$ cat src/rtl/ceyloniac_operand_fetch.sv
// Ceyloniac decode/operand-fetch stage: splits the instruction, reads the regfile and registers the ID/EX bundle.
// Define CEYLONIAC_WB_BYPASS_EN to forward same-cycle write-back data; otherwise a matching write stalls one cycle.
module ceyloniac_operand_fetch #(
   parameter int unsigned REG_DATA_WIDTH = 32,
   parameter int unsigned REG_ADDR_WIDTH = 5
) (
   input  logic                      clk,
   input  logic                      reset_n,
   input  logic                      in_valid,
   output logic                      in_ready,
   input  logic [31:0]               in_instr,
   input  logic [31:0]               in_pc,
   output logic [REG_ADDR_WIDTH-1:0] read_addr1,
   output logic [REG_ADDR_WIDTH-1:0] read_addr2,
   input  logic [REG_DATA_WIDTH-1:0] read_data1,
   input  logic [REG_DATA_WIDTH-1:0] read_data2,
   input  logic                      wb_write_enable,
   input  logic [REG_ADDR_WIDTH-1:0] wb_write_addr,
   input  logic [REG_DATA_WIDTH-1:0] wb_write_data,
   input  logic                      ex_load_valid,
   input  logic [REG_ADDR_WIDTH-1:0] ex_load_dest,
   input  logic                      flush,
   output logic                      out_valid,
   input  logic                      out_ready,
   output logic [5:0]                out_opcode,
   output logic [5:0]                out_funct,
   output logic [4:0]                out_shamt,
   output logic [REG_ADDR_WIDTH-1:0] out_rs_addr,
   output logic [REG_ADDR_WIDTH-1:0] out_rt_addr,
   output logic [REG_ADDR_WIDTH-1:0] out_rd_addr,
   output logic [REG_DATA_WIDTH-1:0] out_rs_data,
   output logic [REG_DATA_WIDTH-1:0] out_rt_data,
   output logic [31:0]               out_imm,
   output logic [31:0]               out_pc
);

   logic [REG_ADDR_WIDTH-1:0] rs, rt, rd;
   logic [REG_DATA_WIDTH-1:0] rs_data, rt_data;
   logic [31:0]               imm;
   logic                      load_hazard, wb_hazard, stall, accept;

   logic                      out_valid_q, out_valid_d;
   logic [5:0]                opcode_q, opcode_d, funct_q, funct_d;
   logic [4:0]                shamt_q, shamt_d;
   logic [REG_ADDR_WIDTH-1:0] rs_addr_q, rs_addr_d, rt_addr_q, rt_addr_d, rd_addr_q, rd_addr_d;
   logic [REG_DATA_WIDTH-1:0] rs_data_q, rs_data_d, rt_data_q, rt_data_d;
   logic [31:0]               imm_q, imm_d, pc_q, pc_d;

   assign rs  = REG_ADDR_WIDTH'(in_instr[25:21]);
   assign rt  = REG_ADDR_WIDTH'(in_instr[20:16]);
   assign rd  = REG_ADDR_WIDTH'(in_instr[15:11]);
   assign imm = {{16{in_instr[15]}}, in_instr[15:0]};

   assign read_addr1 = rs;
   assign read_addr2 = rt;

   // Register 0 overrides both the regfile and any write-back to it.
   always_comb begin
      rs_data = read_data1;
      rt_data = read_data2;
`ifdef CEYLONIAC_WB_BYPASS_EN
      if (wb_write_enable && wb_write_addr == rs) rs_data = wb_write_data;
      if (wb_write_enable && wb_write_addr == rt) rt_data = wb_write_data;
`endif
      if (rs == '0) rs_data = '0;
      if (rt == '0) rt_data = '0;
   end

   assign load_hazard = ex_load_valid && (ex_load_dest != '0) &&
                        ((ex_load_dest == rs) || (ex_load_dest == rt));

`ifdef CEYLONIAC_WB_BYPASS_EN
   assign wb_hazard = 1'b0;
`else
   logic unused_wb_write_data;
   assign unused_wb_write_data = ^wb_write_data;
   assign wb_hazard = wb_write_enable && (wb_write_addr != '0) &&
                      ((wb_write_addr == rs) || (wb_write_addr == rt));
`endif

   assign stall    = in_valid && (load_hazard || wb_hazard);
   assign in_ready = !flush && !stall && (!out_valid_q || out_ready);
   assign accept   = in_valid && in_ready;

   always_comb begin
      out_valid_d = out_valid_q;
      opcode_d    = opcode_q;
      funct_d     = funct_q;
      shamt_d     = shamt_q;
      rs_addr_d   = rs_addr_q;
      rt_addr_d   = rt_addr_q;
      rd_addr_d   = rd_addr_q;
      rs_data_d   = rs_data_q;
      rt_data_d   = rt_data_q;
      imm_d       = imm_q;
      pc_d        = pc_q;
      if (flush) begin
         out_valid_d = 1'b0;
      end else if (accept) begin
         out_valid_d = 1'b1;
         opcode_d    = in_instr[31:26];
         funct_d     = in_instr[5:0];
         shamt_d     = in_instr[10:6];
         rs_addr_d   = rs;
         rt_addr_d   = rt;
         rd_addr_d   = rd;
         rs_data_d   = rs_data;
         rt_data_d   = rt_data;
         imm_d       = imm;
         pc_d        = in_pc;
      end else if (out_ready) begin
         out_valid_d = 1'b0;
      end
   end

   always_ff @(posedge clk or negedge reset_n) begin
      if (!reset_n) begin
         out_valid_q <= 1'b0;
         opcode_q    <= '0;
         funct_q     <= '0;
         shamt_q     <= '0;
         rs_addr_q   <= '0;
         rt_addr_q   <= '0;
         rd_addr_q   <= '0;
         rs_data_q   <= '0;
         rt_data_q   <= '0;
         imm_q       <= '0;
         pc_q        <= '0;
      end else begin
         out_valid_q <= out_valid_d;
         opcode_q    <= opcode_d;
         funct_q     <= funct_d;
         shamt_q     <= shamt_d;
         rs_addr_q   <= rs_addr_d;
         rt_addr_q   <= rt_addr_d;
         rd_addr_q   <= rd_addr_d;
         rs_data_q   <= rs_data_d;
         rt_data_q   <= rt_data_d;
         imm_q       <= imm_d;
         pc_q        <= pc_d;
      end
   end

   assign out_valid   = out_valid_q;
   assign out_opcode  = opcode_q;
   assign out_funct   = funct_q;
   assign out_shamt   = shamt_q;
   assign out_rs_addr = rs_addr_q;
   assign out_rt_addr = rt_addr_q;
   assign out_rd_addr = rd_addr_q;
   assign out_rs_data = rs_data_q;
   assign out_rt_data = rt_data_q;
   assign out_imm     = imm_q;
   assign out_pc      = pc_q;

endmodule

$ cat config.mk
export PLATFORM = sky130hd
export DESIGN_NAME = ceyloniac_operand_fetch
export DESIGN_NICKNAME = d
export VERILOG_FILES = /design/src/rtl/ceyloniac_operand_fetch.sv
export SDC_FILE = /design/constraint.sdc
export NUM_CORES = 1
export LEC_CHECK = 0
export ABC_AREA = 1
export CORE_UTILIZATION = 35
export DETAILED_ROUTE_END_ITERATION = 16
export PLACE_DENSITY = 0.85
export RECOVER_POWER = 100
export REMOVE_ABC_BUFFERS = 1
export SYNTH_ARGS = -nofsm -noshare
export SYNTH_HDL_FRONTEND = slang
export SYNTH_SLANG_ARGS = --single-unit
$ cat constraint.sdc
create_clock -name clk -period 1.8 [get_ports clk]
set_clock_uncertainty 0.05 [all_clocks]
set_input_delay 0.45 -clock clk [delete_from_list [all_inputs] [get_ports clk]]
set_output_delay 0.45 -clock clk [all_outputs]
set_load 0.02 [all_outputs]
==> reports/results.txt <==
Final setup violation count - 1
Die H - 140 um
Residual DRC count - 0
Inst Count DP - 1,334
Register-to-register setup slack - 0.15 ns
Synth cell count leaders - nand2_1 (367), nand4_1 (130), dfrtp_1 (129)
CTS max path bufs - 2
Final Instance Area - 0.0103 mm2
Vias per cell - 4.85
Avg Synthesized Cell Area - 7.82 um2
Hold path startpoint - flush
Clock insertion delay at the later pin of the skew report - 0.40 ns
Vias after detailed routing - 6,662
Post-synth top area share - 48.7%
WP data arrival - 1.43 ns
First-pass GRT wire length - 35,400 um
Unrepaired setup endpoints after global routing - true
PortBufs - 316
Htree depth - 4
Grt ovf - 0
Yosys reg bits - 129
Die area - 0.0195 mm2
Post-Syn Area - 0.00663 mm2
Share of layout cells above drive strength 1 - 11.7%
Slew HR - 48.1%
Clock sink count - 129
Status - finished, violations left
Cell variety after synth - 20
Tot GR Track Use - 23.3%
Num CTS Buffers - 17
Routed len/inst - 16.3 um
Largest fanout on the critical path - 2
Nature of the critical path endpoint - output port
Hold Crit Class - in2reg
WHS Endpoint - out_valid
Post-synth EDFFs - 0
Count leader, synth - nand2_1
Final Hold Fails - 0
Area delta synth->final - 55.2%
Area post-placement - 0.00987 mm2
Top post-synthesis cells by area - dfrtp_1 (49%), nand2_1 (21%), nand4_1 (12%)
Least-Margin Pin Slew - 0.779 ns
Setup WS pre-CTS - -1.14 ns
Max-cap violations - 0
Startpoint types - input port
Largest net degree at the start of global routing - 68
Worst vdd ir - 0.000603 V
Non-filler cells, final - 1,373
Post-Route WL - 22,300 um
CTS tree - done
Register area share after synthesis - 48.7%
Row Count - 49
Clock root cell - clkbuf_16
Vias in the first global route - 6,574
WHS - 0.279 ns
Hold depth - 2
Failing checks - setup timing
PD cells - 1070 mW/mm2
FF-to-FF End - out_funct[3]
Die span in x - 140 um
Yosys warnings - 0
PnR worst setup slack - -0.127 ns
Tmin final - 1.93 ns
Antenna viol nets, final - 0
Final setup TNS - -0.127 ns
Critical path type - in2out
Cells after Synth - 847
Worst reg2reg path startpoint - out_valid
RePlAce Congestion - 0.869
Critical path required time - 1.30 ns
R2r worst-path depth - 5
Predominant post-synthesis flop cell - dfrtp_1
Initial Util - 36.3%
Initial antenna violation count - 2
Part of the cycle the worst path needs - 107%
Fmax - 519 MHz
Fraction of registers with async set/reset - 100%
Core ar. - 0.0183 mm2
Detailed-placement wirelength estimate - 15,100 um
Lkg Pwr - 0.00581 uW
Drt pass-1 iters - 6
Final Max Tran Viols - 0
Reg clk slew, reported paths - 0.05 ns
Area leader, netlist - dfrtp_1
I/O Pins - 349
Layout Nets - 1,306
First DRT Iteration DRCs - 313
-- critical path, stage by stage --
cell,delay (ns)
clkdlybuf4s50_1,0.39
o21ai_1,0.09
inv_2,0.05
nand2_2,0.08
nand2_2,0.08
a21boi_4,0.15
buf_6,0.13
-- cell families (layout without fill, tap and decap cells) --
| logic type | count (synthesis) | count (layout) | synth area share, % |
|---|---|---|---|
| buf+inv | 190 | 485 | 15.5 |
| xor+xnor | 5 | 5 | 0.661 |
| flops | 129 | 129 | 48.7 |
| compound gates | 5 | 5 | 0.472 |
| simple gates | 518 | 518 | 34.6 |
| other cells | 0 | 2 | 0 |
-- metrics by stage --
stage                     total power [uW]  utilization, %
final                                11000            56.3
after global routing                 11600            56.3
after detailed placement              7760            54.0
after CTS                            11100            56.7
after global placement                7690            54.0
after floorplan                       5420               -
-- sequential cells by signal, indices dropped and copies added, names as in the netlist --
signal	flops
out_rd_addr	5
out_funct	5
out_rt_addr	5
out_shamt	4
out_valid	1
out_rt_data	32
out_rs_addr	5
out_imm	2
out_opcode	6
out_pc	32
out_rs_data	32
-- timing repair --
item | 4_1_cts | 5_1_grt
endpoints found under the hold margin | 25 | 0
pin swaps | 5 | 7
resized for setup | 221 | 76
setup endpoints to repair | 301 | 96
setup buffers | 1 | 2
cloned | 1 | 0
hold buffers | 1 | 0
-- placed cells by master, fill, tap and decap left out, drive strengths merged, types with 2 or more instances in the layout --
| cell | n |
|---|---|
| inv | 86 |
| dlygate4sd2 | 152 |
| diode | 2 |
| buf | 55 |
| nand3 | 6 |
| nand2 | 369 |
| dlymetal6s2s | 2 |
| nor2 | 10 |
| clkinv | 8 |
| nor3 | 2 |
| o21ai | 3 |
| clkbuf | 38 |
| clkdlybuf4s15 | 17 |
| nand4 | 131 |
| dfrtp | 129 |
| xnor2 | 4 |
| clkdlybuf4s50 | 119 |
| bufinv | 5 |
-- power by group --
group          internal (uW)  total (uW)  switching [uW]
Combinational           1380        3450            2080
Sequential              3450        3750             298
Clock                   2490        3820            1330
-- per-layer routing --
layer	track usage (%)	routed length, um	part of all wire, %	up-vias
met4	10.2	610	2.7	0
met3	7.47	1770	7.9	40
met1	26.2	8650	39	3120
met5	0	0	0	-
li1	-	-	-	3223
met2	40.3	11300	51	279
-- worst max-delay path by stage --
| stage | startpoint | endpoint | slack [ns] | depth (start not counted) |
|---|---|---|---|---|
| final | wb_write_enable | in_ready | -0.13 | 7 |
| after global routing | out_valid | in_ready | -0.16 | 3 |
| after CTS | wb_write_addr[0] | in_ready | -0.26 | 11 |
| after detailed placement | in_instr[16] | in_ready | -1.14 | 10 |
| after global placement | in_instr[16] | in_ready | -1.13 | 10 |
| after floorplan | out_ready | out_valid | -4.28 | 4 |
-- area by class of cell --
| class | count | area [um2] |
|---|---|---|
| antenna | 2 | 5.00 |
| clock buffer | 18 | 439 |
| clock inverter | 14 | 213 |
| fill | 1704 | 7990 |
| inverter | 86 | 323 |
| multi-input combinational | 528 | 2410 |
| sequential | 129 | 3230 |
| tap | 229 | 287 |
| timing repair buffer | 367 | 3380 |
No activity file was read; power rests on OpenSTA's default activity.
